[src/rtl/pll_seq_pkg.sv]
// Shared types, defaults and sizing helpers for the PLL lock sequencer.
package pll_seq_pkg;

  typedef enum logic [2:0] {
    PLL_RESET = 3'd0,
    WAIT_LOCK = 3'd1,
    STABLE    = 3'd2,
    RELEASE   = 3'd3,
    RUN       = 3'd4
  } state_e;

  localparam int unsigned DEF_NUM_DOMAINS    = 5;
  localparam int unsigned DEF_SYNC_STAGES    = 2;
  localparam int unsigned DEF_STABLE_CYCLES  = 1024;
  localparam int unsigned DEF_RELEASE_GAP    = 16;
  localparam int unsigned DEF_LOCK_TIMEOUT   = 1048576;
  localparam int unsigned DEF_PLL_RST_CYCLES = 16;
  localparam int unsigned DEF_RETRY_W        = 8;

  function automatic int unsigned max2(input int unsigned a, input int unsigned b);
    return (a > b) ? a : b;
  endfunction

  // One spare bit above the largest terminal count keeps every compare unambiguous.
  function automatic int unsigned cnt_width(input int unsigned a, input int unsigned b,
                                            input int unsigned c, input int unsigned d);
    return $clog2(max2(max2(a, b), max2(c, d))) + 1;
  endfunction

endpackage

[src/rtl/bit_synchronizer.sv]
// Multi-flop synchroniser for a single asynchronous level signal.
module bit_synchronizer #(
  parameter int unsigned SYNC_STAGES = 2,
  parameter logic        RESET_VAL   = 1'b0
) (
  input  logic i_clk,
  input  logic i_rst,
  input  logic i_d,
  output logic o_q
);

  if (SYNC_STAGES < 2) begin : g_chk_stages
    $error("bit_synchronizer: SYNC_STAGES must be >= 2");
  end

  logic [SYNC_STAGES-1:0] r_sync;

  // Shift the raw level through the chain; bit 0 is the metastability-exposed flop.
  always_ff @(posedge i_clk or posedge i_rst) begin
    if (i_rst) begin
      r_sync <= {SYNC_STAGES{RESET_VAL}};
    end else begin
      r_sync <= {r_sync[SYNC_STAGES-2:0], i_d};
    end
  end

  assign o_q = r_sync[SYNC_STAGES-1];

endmodule

[src/rtl/pll_lock_sequencer.sv]
// PLL supervisor: drives the PLL reset with timeout retry, qualifies lock and
// releases the per-domain resets in a fixed staggered order.
module pll_lock_sequencer
  import pll_seq_pkg::*;
#(
  parameter int unsigned NUM_DOMAINS    = DEF_NUM_DOMAINS,
  parameter int unsigned SYNC_STAGES    = DEF_SYNC_STAGES,
  parameter int unsigned STABLE_CYCLES  = DEF_STABLE_CYCLES,
  parameter int unsigned RELEASE_GAP    = DEF_RELEASE_GAP,
  parameter int unsigned LOCK_TIMEOUT   = DEF_LOCK_TIMEOUT,
  parameter int unsigned PLL_RST_CYCLES = DEF_PLL_RST_CYCLES,
  parameter int unsigned RETRY_W        = DEF_RETRY_W
) (
  input  logic                   i_refclk,
  input  logic                   i_rst,
  input  logic                   i_pll_locked_async,
  input  logic                   i_clear_sticky,
  output logic                   o_pll_rst,
  output logic [NUM_DOMAINS-1:0] o_domain_rst,
  output logic                   o_ready,
  output logic                   o_lock_lost_sticky,
  output logic [RETRY_W-1:0]     o_retry_count
);

  localparam int unsigned CNT_W =
      cnt_width(LOCK_TIMEOUT, STABLE_CYCLES, RELEASE_GAP, PLL_RST_CYCLES);

  if (NUM_DOMAINS == 0) begin : g_chk_nd
    $error("pll_lock_sequencer: NUM_DOMAINS must be >= 1");
  end
  if (SYNC_STAGES < 2) begin : g_chk_ss
    $error("pll_lock_sequencer: SYNC_STAGES must be >= 2");
  end
  if (STABLE_CYCLES == 0) begin : g_chk_sc
    $error("pll_lock_sequencer: STABLE_CYCLES must be >= 1");
  end
  if (RELEASE_GAP == 0) begin : g_chk_gap
    $error("pll_lock_sequencer: RELEASE_GAP must be >= 1");
  end
  if (LOCK_TIMEOUT == 0) begin : g_chk_to
    $error("pll_lock_sequencer: LOCK_TIMEOUT must be >= 1");
  end
  if (PLL_RST_CYCLES == 0) begin : g_chk_prc
    $error("pll_lock_sequencer: PLL_RST_CYCLES must be >= 1");
  end
  if (RETRY_W == 0) begin : g_chk_rw
    $error("pll_lock_sequencer: RETRY_W must be >= 1");
  end

  logic w_locked_s;

  state_e                 r_state, w_state_d;
  logic [CNT_W-1:0]       r_cnt, w_cnt_d;
  logic [NUM_DOMAINS-1:0] r_dom, w_dom_d;
  logic [RETRY_W-1:0]     r_retry, w_retry_d;
  logic                   r_pll_rst, w_pll_rst_d;
  logic                   r_ready, w_ready_d;
  logic                   r_sticky, w_sticky_d;
  logic                   w_lost_set;

  bit_synchronizer #(
    .SYNC_STAGES (SYNC_STAGES),
    .RESET_VAL   (1'b0)
  ) u_lock_sync (
    .i_clk (i_refclk),
    .i_rst (i_rst),
    .i_d   (i_pll_locked_async),
    .o_q   (w_locked_s)
  );

  // Next-state, counter and registered-output decode.
  always_comb begin
    w_state_d  = r_state;
    w_cnt_d    = r_cnt;
    w_dom_d    = r_dom;
    w_retry_d  = r_retry;
    w_lost_set = 1'b0;

    unique case (r_state)
      PLL_RESET: begin
        if (r_cnt == CNT_W'(PLL_RST_CYCLES - 1)) begin
          w_state_d = WAIT_LOCK;
          w_cnt_d   = '0;
        end else begin
          w_cnt_d = r_cnt + 1'b1;
        end
      end
      WAIT_LOCK: begin
        if (w_locked_s) begin
          w_state_d = STABLE;
          w_cnt_d   = '0;
        end else if (r_cnt == CNT_W'(LOCK_TIMEOUT - 1)) begin
          w_state_d = PLL_RESET;
          w_cnt_d   = '0;
          if (r_retry != '1) begin
            w_retry_d = r_retry + 1'b1;
          end
        end else begin
          w_cnt_d = r_cnt + 1'b1;
        end
      end
      STABLE: begin
        if (!w_locked_s) begin
          w_state_d = WAIT_LOCK;
          w_cnt_d   = '0;
        end else if (r_cnt == CNT_W'(STABLE_CYCLES - 1)) begin
          w_state_d = RELEASE;
          w_cnt_d   = '0;
        end else begin
          w_cnt_d = r_cnt + 1'b1;
        end
      end
      RELEASE: begin
        if (!w_locked_s) begin
          w_state_d  = WAIT_LOCK;
          w_cnt_d    = '0;
          w_dom_d    = '1;
          w_lost_set = 1'b1;
        end else if (r_dom == '0) begin
          w_state_d = RUN;
        end else if (r_cnt == '0) begin
          // Shifting zeros in from bit 0 makes out-of-order release impossible.
          w_dom_d = r_dom << 1;
          w_cnt_d = CNT_W'(RELEASE_GAP - 1);
        end else begin
          w_cnt_d = r_cnt - 1'b1;
        end
      end
      RUN: begin
        if (!w_locked_s) begin
          w_state_d  = WAIT_LOCK;
          w_cnt_d    = '0;
          w_dom_d    = '1;
          w_lost_set = 1'b1;
        end
      end
      default: begin
        w_state_d = PLL_RESET;
        w_cnt_d   = '0;
        w_dom_d   = '1;
      end
    endcase

    w_pll_rst_d = (w_state_d == PLL_RESET);
    w_ready_d   = (w_state_d == RUN);
    // A lock loss in the same cycle as a clear keeps the flag set.
    w_sticky_d  = w_lost_set ? 1'b1 : (i_clear_sticky ? 1'b0 : r_sticky);
  end

  // State and registered outputs.
  always_ff @(posedge i_refclk or posedge i_rst) begin
    if (i_rst) begin
      r_state   <= PLL_RESET;
      r_cnt     <= '0;
      r_dom     <= '1;
      r_retry   <= '0;
      r_pll_rst <= 1'b1;
      r_ready   <= 1'b0;
      r_sticky  <= 1'b0;
    end else begin
      r_state   <= w_state_d;
      r_cnt     <= w_cnt_d;
      r_dom     <= w_dom_d;
      r_retry   <= w_retry_d;
      r_pll_rst <= w_pll_rst_d;
      r_ready   <= w_ready_d;
      r_sticky  <= w_sticky_d;
    end
  end

  assign o_pll_rst          = r_pll_rst;
  assign o_domain_rst       = r_dom;
  assign o_ready            = r_ready;
  assign o_lock_lost_sticky = r_sticky;
  assign o_retry_count      = r_retry;

endmodule

[config.mk]
export PLATFORM = sky130hd
export DESIGN_NAME = pll_lock_sequencer
export DESIGN_NICKNAME = d
export VERILOG_FILES = /design/src/rtl/pll_seq_pkg.sv /design/src/rtl/bit_synchronizer.sv /design/src/rtl/pll_lock_sequencer.sv
export SDC_FILE = /design/constraint.sdc
export NUM_CORES = 1
export LEC_CHECK = 0
export CAP_MARGIN = 15
export CORE_UTILIZATION = 52
export DETAILED_ROUTE_END_ITERATION = 6
export PLACE_DENSITY_LB_ADDON = 0.25
export SETUP_SLACK_MARGIN = 0.4
export SYNTH_ARGS = -nofsm -noshare
export SYNTH_HDL_FRONTEND = slang
export SYNTH_SLANG_ARGS = --single-unit
[constraint.sdc]
create_clock -name i_refclk -period 3.1 [get_ports i_refclk]
set_input_delay 0.62 -clock i_refclk [delete_from_list [all_inputs] [get_ports i_refclk]]
set_output_delay 0.62 -clock i_refclk [all_outputs]
set_load 0.05 [all_outputs]
---- Word level (Yosys, flattened, before mapping) ----
Cells that the tools add are included.
storage, ports and cells
  register bits after elaboration ......... 42
  memories ................................ 0
  word-level logic and storage cells ...... 63
  memory bits (read-only) ................. 0
  bits of input ports ..................... 4
  latch bits .............................. 0
  RAM bits ................................ 0
  output and inout port bits .............. 16
operators by class
  shift operators ......................... 0
  $add $sub $neg .......................... 3
  magnitude comparators ................... 0
  multiplexer cells ....................... 28
  bitwise logic cells ..................... 2
  div/mod/pow operators ................... 0
  reduce and logical (&&, ||, !) cells .... 10
  equality and inequality tests ........... 12
  multipliers ............................. 0
operators by type and width
  operator                                            number
  2-to-1 mux 21 bit                                   9
  case mux 21 bit (5 select lines)                    1
  2-to-1 mux 3 bit                                    8
  adder 21 x 1 -> 21 bit, second input constant       1
  == test 21 x 10 -> 1 bit, second input constant     1
  == test 21 x 20 -> 1 bit, second input constant     1
  == test 21 x 4 -> 1 bit, second input constant      1
  zero test 21 bit                                    1
  subtractor 21 x 1 -> 21 bit, second input constant  1
  2-to-1 mux 5 bit                                    4
  case mux 3 bit (5 select lines)                     1
  case mux 5 bit (3 select lines)                     1
  adder 8 x 1 -> 8 bit, second input constant         1
  != test 8 bit, second input constant                1
  AND reduction 4 bit                                 2
  == test 3 x 2 -> 1 bit, second input constant       2
  == test 3 bit, second input constant                2
  zero test 3 bit                                     2
  != test 3 bit, second input constant                2
  zero test 5 bit                                     1
  2-to-1 mux 1 bit                                    4
  == test 3 x 1 -> 1 bit, second input constant       1
  OR reduction 3 bit                                  1
  != test 2 bit, second input constant                1
  other kinds (4)                                     5

---- Longest topological paths before layout ----
Gate-level depths: netlist (run 1).
  depth in word-level cells ............... 5
  depth in mapped cells ................... 9
  gate-level depth less buffers ........... 8

---- By module ----
A second synthesis (run 1) with hierarchy kept.
second synthesis, totals
  cell total of the unflattened synthesis .. 326
  area, all modules ....................... 2844.0 µm²
modules (own cells, without submodules)
  module              times used  area an instance (µm²)  cells each  seq. area each (µm²)
  pll_lock_sequencer  1           2790.2                  323         1008.5
  bit_synchronizer    1           53.8                    3           50.0

---- Worst setup path after synthesis (run 1) ----
OpenSTA, ideal clock, no wires.
  kind .................................... register -> register
  start ................................... register r_cnt[12]
  end ..................................... register r_cnt[8]
  clock period less this slack ............ 2.437 ns
  setup time .............................. 0.121 ns
  required time ........................... 2.979 ns
  arrival time ............................ 2.316 ns
  stages on the path, launching flop included .. 8
  path buffers ............................ 2
  path slack .............................. 0.663 ns
  path through ............................ dfrtp_1 -> buf_6 -> or4_4 -> or4_4 -> o21a_1 -> buf_6 -> a221o_1 -> a22o_1
between the ends
  longest elaborated chain between the ends .. 5
  elaborated cells between the ends (all ways) .. 13
  those cells by class .................... 3 x eq/ne; 9 x mux; 1 x reduce/logical
RTL lines
  what                                RTL line                   text
  start, declared                     pll_lock_sequencer.sv:53   logic [CNT_W-1:0] r_cnt, w_cnt_d;
  start signal, assigned              pll_lock_sequencer.sv:162  r_cnt <= w_cnt_d;
  zero test 21 bit                    pll_lock_sequencer.sv:121  end else if (r_cnt == '0) begin
  2-to-1 mux 21 bit                   pll_lock_sequencer.sv:121
  2-to-1 mux 21 bit                   pll_lock_sequencer.sv:119  end else if (r_dom == '0) begin
  2-to-1 mux 21 bit                   pll_lock_sequencer.sv:114  if (!w_locked_s) begin
  case mux 21 bit (5 select lines) *  pll_lock_sequencer.sv:79   unique case (r_state)
Mark *: on every way between the ends. The rest lies on a longest branch, timed or not. The select of a mux whose other input is x is not followed.
A chain may end at the register's enable or synchronous reset.

---- Worst setup path after layout (run 1) ----
Ends and elaborated chain as after synthesis.

==> impl_metrics.py, run 1 <==
metrics = {
    "clocking": {
        "worst_skew_late_latency_ns": 0.30,
        "htree_levels": 2,
        "clk_root_buffer_cell": "sky130_fd_sc_hd__clkbuf_8",
        "numClockSinks": 42,
        "cts_tree": "built",
        "post-cts-setup-buffer-count": 0,
        "path_clk_slew_ns": 0.08,
        "cts-buffers-inserted": 5,
        "cts-hold-fix-buffers": 0,
        "clockBufferDepth": 2,
    },
    "logic_synthesis": {
        "postSynthAreaPerCell_um2": 8.53,
        "ys.flop_type": "sky130_fd_sc_hd__dfrtp_1",
        "synth_enable_flop_cells": 0,
        "yosys_warnings": 0,
        "ys_seq_area_share_pct": 37.1,
        "asyncSetResetFlopFracSynth_pct": 100,
        "synth_cell_type_count": 61,
        "synth_cells": 334,
        "yosys_register_bits": 42,
        "mappedNetlistArea_um2": 2850,
        "synth.net_count": 342,
    },
    "critical_path": {
        "worst_setup_end_kind": "flip-flop",
        "crit_required_ns": 3.29,
        "critical_path.cell_chain": "or4_4 > or4_4 > o21a_1 > a221o_1 > a22o_1",
        "start_kind": "flip-flop",
        "cpMostUsedCell": "sky130_fd_sc_hd__or4_4",
        "cp.arrival_ns": 2.83,
        "critical_path.max_stage_delay_ns": 0.60,
        "worstSetupPathType": "reg -> reg",
        "cp_top_family": "simple AND/OR/NAND/NOR gates",
        "crit_slowest_cell": "sky130_fd_sc_hd__or4_4",
        "cp.buffers_inverters": 0,
        "crit_fanout": 10,
    },
    "final_layout": {
        "syn2layout_area_growth_pct": 13.3,
        "mostFrequentLayoutCell": "sky130_fd_sc_hd__dfrtp_1",
        "most_frequent_cells_in_the_layout": "sky130_fd_sc_hd__dfrtp_1 (36), sky130_fd_sc_hd__nand2_1 (32), sky130_fd_sc_hd__nor2_1 (30)",
        "n_fill_cell": 473,
        "final_nets": 359,
        "layout-drive-gt1-share_pct": 13.9,
        "n_antenna_cell": 0,
    },
    "global_routing": {
        "global_route.usage.total_pct": 26.5,
        "initial_antenna_violation_count": 0,
        "grt_pass1_wl_um": 12300,
        "globalRouteOverflowTotal": 0,
        "grt_start_max_net_pins": 23,
        "grt_pass1_vias": 2496,
    },
    "pwr": {
        "power-per-cell-area_nw_per_um2": 778,
        "power.leakage_nw": 1.33,
        "ir_worst_vdd_mv": 0.646,
    },
    "worst_hold_path": {
        "worst_hold_path_type": "reg -> reg",
    },
    "route": {
        "drt_first_iter_violations": 295,
        "wire_per_inst_um": 17.4,
        "postRouteWirelength_um": 7350,
        "drcViolationCount": 0,
        "drt.antenna.violating_nets": 0,
        "post_drt_via_cell_ratio": 6.44,
        "vias": 2717,
        "drt_pass1_iterations": 5,
    },
    "flow_run": {
        "drv_cap": 0,
    },
    "floorplan": {
        "fp.dieArea_um2": 5780,
        "core-area_um2": 5200,
        "top_level_ports": 20,
        "placementRows": 26,
        "die_width_um": 76.0,
        "die_height_um": 76.0,
        "floorplan.initialDensity_pct": 54.8,
    },
    "sta": {
        "fin_tns_setup_ns": 0,
        "hold_viol": 0,
        "max_slew.worst_pin.slew_ns": 0.798,
        "setup-violations-final": 0,
        "timing.final.crit_period_ns": 2.64,
        "maxClockFrequency_mhz": 379,
        "timing.clock.skew_ns": 0.00447,
        "worst_slew_margin_rel_pct": 46.1,
        "timing.final.max_slew_violations": 0,
        "timing.final.crit_share_pct": 85.2,
        "unrepaired_setup_endpoints_after_global_routing": "yes",
        "final.hold.worst_slack_ns": 0.365,
    },
    "status": {
        "status": "completed",
    },
    "placement": {
        "placement.io_buffers": 19,
        "gp_routability_congestion": 0.904,
        "place_hpwl_um": 5120,
    },
}
## metrics by stage
step	cell area [µm²]	instances	worst slack, ns	total power [mW]	utilization [%]
after CTS	3200	422	0.381	2.47	61.4
after floorplan	2850	334	0.663	1.73	-
after global routing	3230	422	0.364	2.66	62.0
final	3230	422	0.460	2.51	62.0
after detailed placement	3080	414	0.332	2.01	59.1
after global placement	3080	414	0.349	2.00	59.1
## power breakdown
group	internal [mW]	switching [mW]	total, mW
combinational	0.460	0.707	1.17
sequential	0.684	0.218	0.901
clock	0.240	0.203	0.443
total	1.38	1.13	2.51
## state kept, by name, indices dropped and copies added, names as in the netlist
signal / cells
r_cnt: 21
o_retry_count: 8
o_domain_rst: 5
r_state: 3
u_lock_sync.r_sync: 2
o_lock_lost_sticky: 1
o_pll_rst: 1
o_ready: 1
## path summary, 6_finish.rpt
| path | slack (ns) | cells after the start | startpoint | to |
|---|---|---|---|---|
| worst max-delay path | 0.46 | 5 | r_cnt[12]$_DFFE_PP0P_ | r_cnt[8]$_DFFE_PP0P_ |
| worst min-delay path | 0.37 | 0 | u_lock_sync.r_sync[0]$_DFF_PP0_ | u_lock_sync.r_sync[1]$_DFF_PP0_ |
| worst max register to register | 0.46 | 5 | r_cnt[12]$_DFFE_PP0P_ | r_cnt[8]$_DFFE_PP0P_ |
| worst min register to register | 0.37 | 0 | u_lock_sync.r_sync[0]$_DFF_PP0_ | u_lock_sync.r_sync[1]$_DFF_PP0_ |
| max in group asynchronous | 1.85 | 3 | i_rst | r_cnt[17]$_DFFE_PP0P_ |
| min in group asynchronous | 0.65 | 2 | i_rst | r_state[2]$_DFF_PP0_ |
## synthesized netlist by cell type, types with 3 or more instances
master,instances,area [µm²]
sky130_fd_sc_hd__dfrtp_1,36,901
sky130_fd_sc_hd__nand2_1,32,120
sky130_fd_sc_hd__nor2_1,30,113
sky130_fd_sc_hd__a21oi_1,20,100
sky130_fd_sc_hd__o21ai_0,20,100
sky130_fd_sc_hd__nor3_1,16,80.1
sky130_fd_sc_hd__inv_1,15,56.3
sky130_fd_sc_hd__nand3_1,15,75.1
sky130_fd_sc_hd__nor4_1,13,81.3
sky130_fd_sc_hd__nand4_1,11,68.8
sky130_fd_sc_hd__clkbuf_1,10,37.5
sky130_fd_sc_hd__buf_6,8,90.1
sky130_fd_sc_hd__o21a_1,7,52.6
sky130_fd_sc_hd__dfstp_2,6,158
sky130_fd_sc_hd__o21ai_1,5,25.0
sky130_fd_sc_hd__xnor2_1,5,43.8
sky130_fd_sc_hd__a22oi_1,4,30.0
sky130_fd_sc_hd__buf_2,4,20.0
sky130_fd_sc_hd__ha_1,4,50.1
sky130_fd_sc_hd__o22a_1,4,35.0
sky130_fd_sc_hd__o22ai_1,4,25.0
sky130_fd_sc_hd__xor2_1,4,35.0
sky130_fd_sc_hd__a221o_1,3,30.0
sky130_fd_sc_hd__a31oi_1,3,18.8
sky130_fd_sc_hd__and2_1,3,18.8
sky130_fd_sc_hd__o221a_2,3,33.8
## cell families after synthesis
logic type               synth area share (%)
AO/OA/AOI/OAI                            23.2
XOR/XNOR                                 2.77
adder cells (fa/ha/maj)                  1.76
buffers and inverters                    7.42
flip-flops                               37.1
multiplexers                             1.14
AND/OR/NAND/NOR                          26.6
## cell type report
cell class | instances | area, µm² | area share, %
clock buffer | 6 | 72.6 | 2.25
sequential | 42 | 1060 | 32.8
timing repair buffer | 33 | 295 | 9.14
tap | 70 | 87.6 | 2.71
clock inverter | 2 | 37.5 | 1.16
multi-input combinational | 254 | 1620 | 50.2
inverter | 15 | 56.3 | 1.74
## repair_timing
action / in CTS / in global routing
pin swaps: 0 / 1
setup endpoints to repair: 6 / 19
resized for setup: 1 / 6
## worst register-to-register path, stage by stage (launching register included)
cell	delay, ns
sky130_fd_sc_hd__dfrtp_1	0.49
sky130_fd_sc_hd__or4_4	0.60
sky130_fd_sc_hd__or4_4	0.48
sky130_fd_sc_hd__o21a_1	0.36
sky130_fd_sc_hd__a221o_1	0.37
sky130_fd_sc_hd__a22o_1	0.24
## per-layer routing
| metal | GRT usage, % | part of all wire [%] | vias up |
|---|---|---|---|
| li1 | - | - | 1284 |
| met1 | 38.6 | 46 | 1305 |
| met2 | 40.1 | 46 | 117 |
| met3 | 4.79 | 6.5 | 11 |
| met4 | 8.46 | 1.5 | 0 |
| met5 | 0 | 0 | - |
Power figures use the tool's default switching activity.
==> run 2, diff against run 1 <==
SETUP_SLACK_MARGIN = unset   (was 0.4)
==> run 2 against run 1 <==
Net effect: via count decreased by 0.22%; design area decreased by 1.3%; worst hold slack about the same; first-iteration DRC count decreased by 13%; critical path type unchanged; largest cell class unchanged.
==> impl_metrics.py, run 2 (synthesized netlist as in run 1, its figures left out) <==
metrics = {
    "status": {
        "status": "completed",
    },
    "sta": {
        "setup-violations-final": 0,
        "worst_slew_margin_rel_pct": 40.4,
        "max_slew.worst_pin.slew_ns": 0.886,
        "timing.final.max_slew_violations": 0,
        "post-route-worst-setup-slack_ns": 0.227,
        "fin_tns_setup_ns": 0,
        "timing.final.crit_period_ns": 2.87,
        "timing.clock.skew_ns": 0.00554,
        "unrepaired_setup_endpoints_after_global_routing": "no",
        "hold_viol": 0,
        "timing.final.crit_share_pct": 92.7,
        "maxClockFrequency_mhz": 348,
    },
    "critical_path": {
        "crit_fanout": 12,
        "start_kind": "flip-flop",
        "crit_required_ns": 3.29,
        "worstSetupPathType": "reg -> reg",
        "worst_setup_end_kind": "flip-flop",
        "startpoint_of_the_lowest_slack_register_to_register_path": "r_cnt[5]$_DFFE_PP0P_",
        "crit_start": "r_cnt[5]$_DFFE_PP0P_",
        "cp.arrival_ns": 3.07,
    },
    "clocking": {
        "clockBufferDepth": 2,
        "htree_levels": 2,
        "cts-buffers-inserted": 5,
        "cts_tree": "built",
        "post-cts-setup-buffer-count": 0,
        "clk_root_buffer_cell": "sky130_fd_sc_hd__clkbuf_8",
        "path_clk_slew_ns": 0.09,
        "worst_skew_late_latency_ns": 0.30,
        "numClockSinks": 42,
        "cts-hold-fix-buffers": 0,
        "post_cts_resized": 0,
    },
    "route": {
        "post_drt_via_cell_ratio": 6.42,
        "postRouteWirelength_um": 7270,
        "drt_pass1_iterations": 5,
        "drt.antenna.violating_nets": 0,
        "vias": 2711,
        "wire_per_inst_um": 17.2,
        "drt_first_iter_violations": 257,
        "drcViolationCount": 0,
    },
    "floorplan": {
        "die_width_um": 76.0,
        "floorplan.initialDensity_pct": 54.8,
        "die_height_um": 76.0,
        "fp.dieArea_um2": 5780,
        "placementRows": 26,
        "top_level_ports": 20,
        "core-area_um2": 5200,
    },
    "placement": {
        "placement.io_buffers": 19,
        "place_hpwl_um": 5120,
        "gp_routability_congestion": 0.904,
        "dp_worst_setup_slack_ns": 0.332,
    },
    "global_routing": {
        "globalRouteOverflowTotal": 0,
        "global_route.usage.total_pct": 26.5,
        "grt_start_max_net_pins": 23,
        "grt_pass1_vias": 2496,
        "grt_pass1_wl_um": 12300,
        "initial_antenna_violation_count": 0,
    },
    "final_layout": {
        "final_nets": 359,
        "n_antenna_cell": 0,
        "layout-drive-gt1-share_pct": 12.8,
        "mostFrequentLayoutCell": "sky130_fd_sc_hd__dfrtp_1",
        "most_frequent_cells_in_the_layout": "sky130_fd_sc_hd__dfrtp_1 (36), sky130_fd_sc_hd__nand2_1 (32), sky130_fd_sc_hd__nor2_1 (30)",
        "registers.top_by_ff_count": "r_cnt",
        "largest_register_ff_count": 21,
        "syn2layout_area_growth_pct": 11.9,
    },
    "pwr": {
        "power.leakage_nw": 1.32,
        "ir_worst_vdd_mv": 0.645,
        "power-per-cell-area_nw_per_um2": 776,
    },
    "worst_hold_path": {
        "worst_hold_path_type": "reg -> reg",
        "hold_start": "u_lock_sync.r_sync[0]$_DFF_PP0_",
    },
    "flow_run": {
        "drv_cap": 0,
    },
}
[run 2: cell counts in the layout (fill, tap and decap cells not counted)]
Identical to the previous run, type by type.
[run 2: path summary, 6_finish.rpt]
path	slack, ns	cells past startpoint	end
hold / removal	0.37	0	u_lock_sync.r_sync[1]$_DFF_PP0_
max in group asynchronous	1.84	3	r_cnt[17]$_DFFE_PP0P_
setup / recovery	0.23	5	r_cnt[6]$_DFFE_PP0P_
hold reg to reg	0.37	0	u_lock_sync.r_sync[1]$_DFF_PP0_
min in group asynchronous	0.65	2	r_state[2]$_DFF_PP0_
setup reg to reg	0.23	5	r_cnt[6]$_DFFE_PP0P_
[run 2: per-stage QoR]
step                instance area (µm²)  power [mW]  hold slack, ns  utilization (%)  cells
finish                             3190        2.47           0.365             61.3    422
global route                       3190        2.63           0.381             61.3    422
CTS                                3190        2.46           0.371             61.3    422
detailed placement                 3080        2.01           0.351             59.1    414
global placement                   3080        2.00           0.334             59.1    414
floorplan                          2850        1.73           0.331                -    334
[run 2: per-layer routing]
| layer | GRT usage, % | share of wire, % | up-vias |
|---|---|---|---|
| li1 | - | - | 1283 |
| met1 | 38.6 | 46 | 1307 |
| met2 | 40.1 | 46 | 107 |
| met3 | 4.79 | 6.6 | 14 |
| met4 | 8.46 | 1.8 | 0 |
| met5 | 0 | 0 | - |
[run 2: worst max-delay path, cell delays in order (launching register included)]
cell,delay [ns]
sky130_fd_sc_hd__dfrtp_1,0.49
sky130_fd_sc_hd__nor4_1,0.80
sky130_fd_sc_hd__nand4_1,0.34
sky130_fd_sc_hd__o21ai_2,0.58
sky130_fd_sc_hd__o221ai_1,0.23
sky130_fd_sc_hd__a221o_1,0.33
[run 2: cell type report]
cell class | count | area, µm²
Fill cell | 476 | 2020
Inverter | 15 | 56.3
Multi-Input combinational cell | 254 | 1580
Sequential cell | 42 | 1060
Clock inverter | 2 | 37.5
Tap cell | 70 | 87.6
Clock buffer | 6 | 72.6
Timing Repair Buffer | 33 | 295
[run 2: report_power, final]
part	total (mW)	internal [mW]	switching, mW
Clock	0.444	0.240	0.203
Sequential	0.898	0.684	0.214
Combinational	1.13	0.447	0.686
==> run 3, diff against run 2 <==
CORE_UTILIZATION = 40   (was 52)
==> run 3 against run 2 <==
Net effect: via count down 0.96%; setup slack better by 0.12 ns; maximum frequency up 4.5%; critical path depth up 2; sequential power about the same; die area up 29%; worst hold slack worse by 0.011 ns; clock power down 18%; combinational power about the same; power down 2.9%; sequential share of layout area up 0.065 points; register-to-register slack better by 0.12 ns; critical path type unchanged; largest power group unchanged.
==> impl_metrics.py, run 3 (synthesized netlist as in run 1, its figures left out) <==
metrics = {
    "final_layout": {
        "syn2layout_area_growth_pct": 11.6,
        "regArea_um2": 1060,
        "final_nets": 357,
        "most_frequent_cells_in_the_layout": "sky130_fd_sc_hd__dfrtp_1 (36), sky130_fd_sc_hd__nand2_1 (32), sky130_fd_sc_hd__nor2_1 (30)",
        "registers.top_by_ff_count": "r_cnt",
        "area_occupied_by_multi_input_gates_um2": 1580,
        "largest_register_ff_count": 21,
        "layout-drive-gt1-share_pct": 12.3,
        "n_antenna_cell": 0,
        "n_fill_cell": 692,
        "mostFrequentLayoutCell": "sky130_fd_sc_hd__dfrtp_1",
    },
    "clocking": {
        "cts_tree": "built",
        "numClockSinks": 42,
        "post_cts_resized": 0,
        "clockBufferDepth": 2,
        "path_clk_slew_ns": 0.09,
        "htree_levels": 2,
        "clk_root_buffer_cell": "sky130_fd_sc_hd__clkbuf_8",
        "worst_skew_late_latency_ns": 0.30,
        "cts-hold-fix-buffers": 0,
        "post-cts-setup-buffer-count": 0,
        "cts-buffers-inserted": 5,
    },
    "global_routing": {
        "grt_pass1_wl_um": 12200,
        "grt_start_max_net_pins": 43,
        "globalRouteOverflowTotal": 0,
        "initial_antenna_violation_count": 0,
        "grt_pass1_vias": 2432,
        "global_route.usage.total_pct": 21.1,
    },
    "sta": {
        "worst_slew_margin_rel_pct": 51.2,
        "maxClockFrequency_mhz": 364,
        "hold_viol": 0,
        "fin_tns_setup_ns": 0,
        "setup-violations-final": 0,
        "timing.final.crit_share_pct": 88.7,
        "timing.final.max_slew_violations": 0,
        "unrepaired_setup_endpoints_after_global_routing": "no",
        "timing.final.crit_period_ns": 2.75,
        "timing.clock.skew_ns": 0.0117,
        "max_slew.worst_pin.slew_ns": 0.722,
    },
    "critical_path": {
        "start_kind": "flip-flop",
        "worst_setup_end_kind": "flip-flop",
        "crit_slowest_cell": "sky130_fd_sc_hd__or3_1",
        "crit_start": "r_cnt[15]$_DFFE_PP0P_",
        "critical_path.max_stage_delay_ns": 0.56,
        "critical_path.cell_chain": "or3_1 > or4_4 > o21ai_2 > buf_4 > nor2_1 > a211oi_1 > a21oi_1",
        "cp.arrival_ns": 2.93,
        "crit_required_ns": 3.28,
        "startpoint_of_the_lowest_slack_register_to_register_path": "r_cnt[15]$_DFFE_PP0P_",
        "worst_r2r_path_depth": 7,
        "worstSetupPathType": "reg -> reg",
        "timing.reg2reg.setup_slack_ns": 0.35,
        "rr_endpoint": "r_cnt[12]$_DFFE_PP0P_",
        "crit_fanout": 11,
    },
    "pwr": {
        "power.leakage_nw": 1.31,
        "p_total_mw": 2.40,
        "ir_worst_vdd_mv": 0.521,
        "power-per-cell-area_nw_per_um2": 755,
    },
    "route": {
        "drt.antenna.violating_nets": 0,
        "postRouteWirelength_um": 7420,
        "wl_met2_um": 3260,
        "wl_met3_um": 549,
        "vias": 2685,
        "drt_first_iter_violations": 283,
        "wl_met1_um": 3520,
        "wire_per_inst_um": 16.6,
        "drcViolationCount": 0,
        "post_drt_via_cell_ratio": 6.02,
        "drt_pass1_iterations": 5,
        "maxUsedRoutingLayer": "met4",
    },
    "floorplan": {
        "die_height_um": 86.4,
        "floorplan.initialDensity_pct": 41.7,
        "top_level_ports": 20,
        "fp.dieArea_um2": 7470,
        "placementRows": 30,
        "core-area_um2": 6830,
        "die_width_um": 86.4,
    },
    "flow_run": {
        "drv_cap": 0,
    },
    "placement": {
        "place_hpwl_um": 5030,
        "gp_routability_congestion": 0.910,
        "placement.io_buffers": 19,
    },
    "worst_hold_path": {
        "hold_start": "u_lock_sync.r_sync[0]$_DFF_PP0_",
        "hold_path_depth": 0,
        "worst_hold_path_type": "reg -> reg",
        "hold-path-endpoint": "u_lock_sync.r_sync[1]$_DFF_PP0_",
    },
    "status": {
        "status": "completed",
    },
}
run 3: layout make-up:
cell class	count	area share (%)
tap	96	3.78
inverter	15	1.77
sequential	42	33.3
timing repair buffer	31	8.81
multi-input combinational	254	49.7
clock buffer	6	2.28
clock inverter	2	0.433
run 3: metrics by stage:
step                      worst slack, ns  area (µm²)  util [%]  hold WS, ns  instances
after floorplan                     0.663        2850         -        0.331        334
final                               0.350        3180      46.6        0.355        446
after global routing                0.184        3180      46.6        0.362        446
after detailed placement            0.423        3100      45.3        0.337        438
after CTS                           0.403        3180      46.6        0.359        446
after global placement              0.453        3100      45.3        0.335        438
run 3: metal layers:
metal,vias to the layer above,GRT usage (%)
li1,1279,-
met1,1282,31.2
met2,114,31.5
met3,10,4.10
met4,0,5.30
met5,-,0
run 3: power breakdown:
part / switching (mW) / total (mW) / internal (mW)
logic: 0.690 / 1.14 / 0.448
clock network: 0.207 / 0.366 / 0.159
registers: 0.216 / 0.899 / 0.683
run 3: worst max-delay path: cells and delay by family (launching register included):
family / cells / cell delay [ns]
and+or+nand+nor: 3 / 1.19
AOI/OAI and AO/OA: 3 / 0.69
DFF: 1 / 0.50
buffers and inverters: 1 / 0.25
run 3: worst max path at each step:
| stage | end | slack [ns] | cells past startpoint |
|---|---|---|---|
| after detailed placement | r_cnt[12]$_DFFE_PP0P_ | 0.42 | 7 |
| after global placement | r_cnt[12]$_DFFE_PP0P_ | 0.45 | 7 |
| after global routing | r_cnt[8]$_DFFE_PP0P_ | 0.18 | 7 |
| after floorplan | r_cnt[8]$_DFFE_PP0P_ | 0.66 | 7 |
| final | r_cnt[12]$_DFFE_PP0P_ | 0.35 | 7 |
| after CTS | r_cnt[12]$_DFFE_PP0P_ | 0.40 | 7 |
